File: config.mk
export PLATFORM = sky130hd
export DESIGN_NAME = ahb_lite_hrdata_read_buffer_flat
export DESIGN_NICKNAME = d
export VERILOG_FILES = /design/src/rtl/ahb_lite_hrdata_read_buffer_pkg.sv /design/src/rtl/ahb_lite_hrdata_read_buffer_if.sv /design/src/rtl/ahb_lite_hrdata_read_buffer_sync_fifo.sv /design/src/rtl/ahb_lite_hrdata_read_buffer.sv /design/src/flat_wrapper.sv
export SDC_FILE = /design/constraint.sdc
export NUM_CORES = 1
export LEC_CHECK = 0
export ABC_AREA = 1
export BUFFER_PORTS_ARGS = -buffer_cell sky130_fd_sc_hd__buf_2
export CORE_MARGIN = 3
export CORE_UTILIZATION = 36
export DETAILED_ROUTE_END_ITERATION = 8
export SLEW_MARGIN = 40
export SYNTH_ARGS = -nofsm -noshare
export SYNTH_HDL_FRONTEND = slang
export SYNTH_SLANG_ARGS = --single-unit
File: constraint.sdc
create_clock -name HCLK -period 7.1 [get_ports HCLK]
set_clock_uncertainty 0.1 [all_clocks]
set_input_delay 0.355 -clock HCLK [delete_from_list [all_inputs] [get_ports HCLK]]
set_output_delay 0.355 -clock HCLK [all_outputs]
set_load 0.05 [all_outputs]
File: src/rtl/ahb_lite_hrdata_read_buffer_pkg.sv
// Shared AHB-Lite encodings and constants used by the master interface and
// its downstream read-data buffer.
package ahb_lite_pkg;

  localparam int AHB_DATA_WIDTH = 32;

  typedef enum logic [1:0] {
    HTRANS_IDLE   = 2'b00,
    HTRANS_BUSY   = 2'b01,
    HTRANS_NONSEQ = 2'b10,
    HTRANS_SEQ    = 2'b11
  } htrans_e;

  typedef enum logic [2:0] {
    HSIZE_BYTE  = 3'b000,
    HSIZE_HALF  = 3'b001,
    HSIZE_WORD  = 3'b010,
    HSIZE_DWORD = 3'b011
  } hsize_e;

endpackage

File: src/rtl/ahb_lite_hrdata_read_buffer_if.sv
// Bus-side capture signals plus the consumer valid/ready handshake of the
// HRDATA read buffer.
interface ahb_lite_hrdata_read_buffer_if
  import ahb_lite_pkg::*;
#(
  parameter int DATA_WIDTH = AHB_DATA_WIDTH
) ();

  logic                  HREADY;
  logic [DATA_WIDTH-1:0] HRDATA;
  logic                  hrdata_ready;
  logic                  rd_valid;
  logic [DATA_WIDTH-1:0] rd_data;
  logic                  rd_ready;

  modport slave (
    input  HREADY, HRDATA, hrdata_ready, rd_ready,
    output rd_valid, rd_data
  );

  modport master (
    output HREADY, HRDATA, hrdata_ready, rd_ready,
    input  rd_valid, rd_data
  );

endinterface

File: src/rtl/ahb_lite_hrdata_read_buffer_sync_fifo.sv
// Show-ahead synchronous FIFO with a registered head word, wrapping pointers
// and a separate occupancy counter.
module sync_fifo #(
  parameter int DATA_WIDTH = 32,
  parameter int DEPTH      = 4
) (
  input  logic                     HCLK,
  input  logic                     HRESETn,
  input  logic                     clear,
  input  logic                     wr_en,
  input  logic [DATA_WIDTH-1:0]    wr_data,
  input  logic                     rd_en,
  output logic [DATA_WIDTH-1:0]    rd_data,
  output logic                     rd_valid,
  output logic                     full,
  output logic [$clog2(DEPTH):0]   count
);

  localparam int PTR_W = $clog2(DEPTH);

  logic [DATA_WIDTH-1:0] mem [DEPTH];
  logic [PTR_W-1:0]      wr_ptr;
  logic [PTR_W-1:0]      rd_ptr;
  logic [PTR_W-1:0]      rd_ptr_nxt;
  logic [PTR_W:0]        count_q;

  assign rd_ptr_nxt = rd_ptr + PTR_W'(1);
  assign full       = (count_q == (PTR_W+1)'(DEPTH));
  assign rd_valid   = (count_q != '0);
  assign count      = count_q;

  // NOTE: storage carries no reset; only pointers, count and the head register
  // define visible state, so the array maps onto plain RAM/flops without reset.
  always_ff @(posedge HCLK) begin
    if (wr_en && !clear) mem[wr_ptr] <= wr_data;
  end

  always_ff @(posedge HCLK or negedge HRESETn) begin
    if (!HRESETn) begin
      wr_ptr  <= '0;
      rd_ptr  <= '0;
      count_q <= '0;
      rd_data <= '0;
    end else if (clear) begin
      wr_ptr  <= '0;
      rd_ptr  <= '0;
      count_q <= '0;
      rd_data <= '0;
    end else begin
      if (wr_en) wr_ptr <= wr_ptr + PTR_W'(1);
      if (rd_en) rd_ptr <= rd_ptr_nxt;

      case ({wr_en, rd_en})
        2'b10:   count_q <= count_q + 1'b1;
        2'b01:   count_q <= count_q - 1'b1;
        default: count_q <= count_q;
      endcase

      // Head register: the word behind the head, or the incoming word when
      // the FIFO holds at most the entry being popped.
      if (rd_en) begin
        if (wr_en && count_q == (PTR_W+1)'(1)) rd_data <= wr_data;
        else                                   rd_data <= mem[rd_ptr_nxt];
      end else if (wr_en && count_q == '0) begin
        rd_data <= wr_data;
      end
    end
  end

endmodule

File: src/rtl/ahb_lite_hrdata_read_buffer.sv
// Passive HRDATA capture: qualifies the master's read strobe into one push per
// completed read data phase and queues the words for an in-order consumer.
module ahb_lite_hrdata_read_buffer
  import ahb_lite_pkg::*;
#(
  parameter int DATA_WIDTH = AHB_DATA_WIDTH,
  parameter int DEPTH      = 4
) (
  input  logic                          HCLK,
  input  logic                          HRESETn,
  ahb_lite_hrdata_read_buffer_if.slave  bus,
  input  logic                          clear,
  output logic [$clog2(DEPTH):0]        count,
  output logic                          overflow
);

  logic [DATA_WIDTH-1:0] hrdata_q;
  logic                  hready_q;
  logic                  push;
  logic                  pop;
  logic                  wr_en;
  logic                  full;
  logic                  fifo_rd_valid;
  logic [DATA_WIDTH-1:0] fifo_rd_data;

  always_ff @(posedge HCLK or negedge HRESETn) begin
    if (!HRESETn) begin
      hrdata_q <= '0;
      hready_q <= 1'b0;
    end else begin
      hready_q <= bus.HREADY;
      if (bus.HREADY) hrdata_q <= bus.HRDATA;
    end
  end

  // hrdata_ready stays high through wait states; hready_q limits it to the
  // single cycle following the completed data phase.
  assign push  = bus.hrdata_ready & hready_q;
  assign pop   = fifo_rd_valid & bus.rd_ready;
  assign wr_en = push & (~full | pop);

  always_ff @(posedge HCLK or negedge HRESETn) begin
    if (!HRESETn)                 overflow <= 1'b0;
    else if (clear)               overflow <= 1'b0;
    else if (push & full & ~pop)  overflow <= 1'b1;
  end

  sync_fifo #(
    .DATA_WIDTH (DATA_WIDTH),
    .DEPTH      (DEPTH)
  ) u_fifo (
    .HCLK     (HCLK),
    .HRESETn  (HRESETn),
    .clear    (clear),
    .wr_en    (wr_en),
    .wr_data  (hrdata_q),
    .rd_en    (pop),
    .rd_data  (fifo_rd_data),
    .rd_valid (fifo_rd_valid),
    .full     (full),
    .count    (count)
  );

  assign bus.rd_valid = fifo_rd_valid;
  assign bus.rd_data  = fifo_rd_data;

endmodule

File: src/flat_wrapper.sv
// flat-port wrapper written by rule: the top's interface ports become plain ports
module ahb_lite_hrdata_read_buffer_flat import ahb_lite_pkg::*;
#(
  parameter int DATA_WIDTH = AHB_DATA_WIDTH,
  parameter int DEPTH      = 4
)
  (HCLK, HRESETn, clear, count, overflow, bus_HREADY, bus_HRDATA, bus_hrdata_ready, bus_rd_ready, bus_rd_valid, bus_rd_data);
  ahb_lite_hrdata_read_buffer_if #(.DATA_WIDTH(DATA_WIDTH)) bus_i ();
  input  logic HCLK;
  input  logic HRESETn;
  input  logic clear;
  output logic [$clog2(DEPTH):0] count;
  output logic overflow;
  input wire logic [$bits(bus_i.HREADY)-1:0] bus_HREADY;
  input wire logic [$bits(bus_i.HRDATA)-1:0] bus_HRDATA;
  input wire logic [$bits(bus_i.hrdata_ready)-1:0] bus_hrdata_ready;
  input wire logic [$bits(bus_i.rd_ready)-1:0] bus_rd_ready;
  output wire logic [$bits(bus_i.rd_valid)-1:0] bus_rd_valid;
  output wire logic [$bits(bus_i.rd_data)-1:0] bus_rd_data;
  assign bus_i.HREADY = bus_HREADY;
  assign bus_i.HRDATA = bus_HRDATA;
  assign bus_i.hrdata_ready = bus_hrdata_ready;
  assign bus_i.rd_ready = bus_rd_ready;
  assign bus_rd_valid = bus_i.rd_valid;
  assign bus_rd_data = bus_i.rd_data;
  ahb_lite_hrdata_read_buffer #(.DATA_WIDTH(DATA_WIDTH), .DEPTH(DEPTH)) u_core (.HCLK(HCLK), .HRESETn(HRESETn), .bus(bus_i), .clear(clear), .count(count), .overflow(overflow));
endmodule
==> metrics.cfg <==
[logic_synthesis]
syn-num-nets = 1041
ys_seq_area_share_pct = 63.6
syn_inst = 995
ys_ff_latch = 201
synth.distinct_cells = 21
synthArstFlopShare_pct = 36.3
synth-main-ff-cell = edfxtp_1
synth.avg_cell_area_um2 = 8.96
netlist_area_um2 = 8910
synth_edf_count = 128
ys_warn_count = 0

[layout]
drive_above_1_share_pct = 12.2
final_util_pct = 45.3
final_nets = 1147
design_area_um2 = 10800
diodes = 0
syn2layout_area_growth_pct = 21.4

[floorplanning]
die_area_um2 = 26700
die_h_um = 163
io_pins = 75
design.core.area_um2 = 23900
initial_core_util_pct = 37.3
die_x_um = 163
rows = 56

[place]
place_area_um2 = 9720
dp_hpwl_um = 11800
port_buffers = 74
gp_congestion = 0.740

[clocking]
clockBufferDepth = 3
cts-root-buf = clkbuf_16
h-tree-depth = 1
ctsResizeCount = 0
cts.sinks = 201
postCtsSetupRepairBufs = 0
clk_pin_slew_ps = 60
clkLatencyLatePin_ps = 490
numCtsBuffers = 22
cts_tree = done
cts_hold_buf = 32

[global_routing]
antenna_found_initial = 0
first_global_vias = 6151
track_usage_pct = 15.0
grt_start_max_net_pins = 74
grt.overflow.total = 0
grt_pass1_wl_um = 32100

[critical_path]
path_class = flop to flop
critPathArrivalTime_ps = 3430
critical-path-max-stage-delay_ps = 680
crit_top_cell = nand2_1
critPathCaptureType = flop
worst_path_max_delay_cell = nand2_1
crit_fanout = 34
path_cells = inv_2, nand2_2, nand2_1, buf_4, nand2_1, nand2_1, nand2_1, nand3_1, nand2_1
crit_required_ps = 7380
cp-start-kind = flop

[power]
netSwitchingFraction_pct = 35.0
power_leakage_nw = 5.50
p_sw_mw = 1.24
pwr-share-seq_pct = 39.9
clkPwrFrac_pct = 32.5
peakVddDrop_uv = 177
power.density_nw_per_um2 = 329
intPower_mw = 2.31
combinationalPowerShare_pct = 27.6

[sta]
period_share_pct = 44.4
fmax_mhz = 317
period_needed_ps = 3150
rsz0062_at_grt = no
setup_tns_ps = 0
tightest_slew_ps = 779
relSlewSlack_pct = 47.9
drv_slew = 0
final_hold_viol_count = 0
setup_viol = 0

[flow_run]
drv_cap = 0

[routing]
wl_per_cell_um = 13.7
drtIter0Drc = 432
antenna_left = 0
viasPerCell = 4.35
finalWirelength_um = 19700
drc = 0
dr.pass1.iters = 5
vias = 6253

[worst_hold_path]
hold_path.class = input pin to flop

[outcome]
status = finished clean

[metrics by stage]
| step | total power [mW] | setup slack (ps) | cells | hold slack, ps |
|---|---|---|---|---|
| 3_3_place_gp | 2.41 | 3990 | 1356 | 362 |
| 2_1_floorplan | 2.16 | 3770 | 995 | -40.6 |
| 4_1_cts | 3.60 | 3890 | 1435 | 0.868 |
| 3_5_place_dp | 2.42 | 3920 | 1363 | 355 |
| 6_report | 3.56 | 3950 | 1436 | 13.6 |
| 5_1_grt | 3.76 | 3670 | 1436 | 4.51 |
[routing by layer]
metal  routed length, µm  vias to the layer above  share of wire, %  track usage (%)
li1                    -                     3232                 -                -
met1                8960                     2890                46             20.6
met2                9450                      115                48             25.6
met3                1020                       16               5.2             2.38
met4                 261                        0               1.3             2.58
met5                   0                        -                 0                0
[layout by cell type (no fill, tap or decap), drive strengths merged]
master | netlist | layout
a21oi | 3 | 3
clkinv | 1 | 8
nor2 | 12 | 12
nand4 | 2 | 2
clkinvlp | 0 | 2
buf | 23 | 89
nand2 | 472 | 472
o21ai | 39 | 39
dfrtp | 73 | 73
nand3 | 39 | 39
bufinv | 0 | 3
edfxtp | 128 | 128
clkbuf | 16 | 28
ha | 8 | 8
inv | 179 | 179
dlygate4sd3 | 0 | 32
[path summary, 6_finish.rpt]
kind | depth (start not counted) | end | slack, ps | from
setup / recovery | 9 | u_core.u_fifo.rd_data[22] | 3950 | u_core.u_fifo.rd_ptr[1]
hold / removal | 3 | u_core.hrdata_q[10] | 10 | bus_HRDATA[10]
setup reg to reg | 9 | u_core.u_fifo.rd_data[22] | 3950 | u_core.u_fifo.rd_ptr[1]
hold reg to reg | 2 | u_core.u_fifo.rd_data[9] | 380 | u_core.u_fifo.rd_data[9]
max in group asynchronous | 3 | u_core.hrdata_q[27] | 6150 | HRESETn
min in group asynchronous | 2 | u_core.hrdata_q[15] | 200 | HRESETn
[kinds of logic after synthesis]
kind of cell | share of synthesized area (%)
AO/OA/AOI/OAI | 2.40
adder cells (fa/ha/maj) | 1.12
buffers and inverters | 9.93
flip-flops | 63.6
AND/OR/NAND/NOR | 22.9
[worst max-delay path: cells and delay by family (launching register included)]
kind / cells / cell delay, ps
buffers and inverters: 2 / 880
DFF: 1 / 390
and+or+nand+nor: 7 / 1670
[state kept, by name (all words and copies together), names as in the netlist]
name	count
u_core.hready_q	1
u_core.overflow	1
u_core.hrdata_q	32
u_core.u_fifo.mem	128
u_core.u_fifo.count	3
u_core.u_fifo.rd_data	32
u_core.u_fifo.rd_ptr	2
u_core.u_fifo.wr_ptr	2
[cells in the mapped netlist, types with 3 or more instances]
| library cell | n | area (µm²) |
|---|---|---|
| ha_1 | 8 | 100 |
| dfrtp_1 | 73 | 1830 |
| buf_2 | 11 | 55.1 |
| clkbuf_1 | 16 | 60.1 |
| o21ai_0 | 39 | 195 |
| edfxtp_1 | 128 | 3840 |
| nand2_2 | 3 | 18.8 |
| nand3_1 | 39 | 195 |
| inv_1 | 175 | 657 |
| buf_6 | 3 | 33.8 |
| buf_4 | 7 | 52.6 |
| inv_2 | 4 | 15.0 |
| nand2_1 | 469 | 1760 |
| nor2_1 | 10 | 37.5 |
[cell type report]
class,count,area [µm²]
multi-input combinational,575,2400
sequential,201,5670
tap,319,399
timing repair buffer,121,932
fill,2268,13100
clock inverter,12,136
clock buffer,28,604
inverter,180,676
[power groups by stage]
stage                     Clock (mW)  Sequential [mW]  Combinational, mW
after floorplan                    0             1.64              0.514
after global placement             0             1.44              0.964
after detailed placement           0             1.44              0.977
after CTS                       1.19             1.42              0.996
after global routing            1.24             1.43               1.09
final                           1.16             1.42              0.980
(Power assumes the default switching activity.)
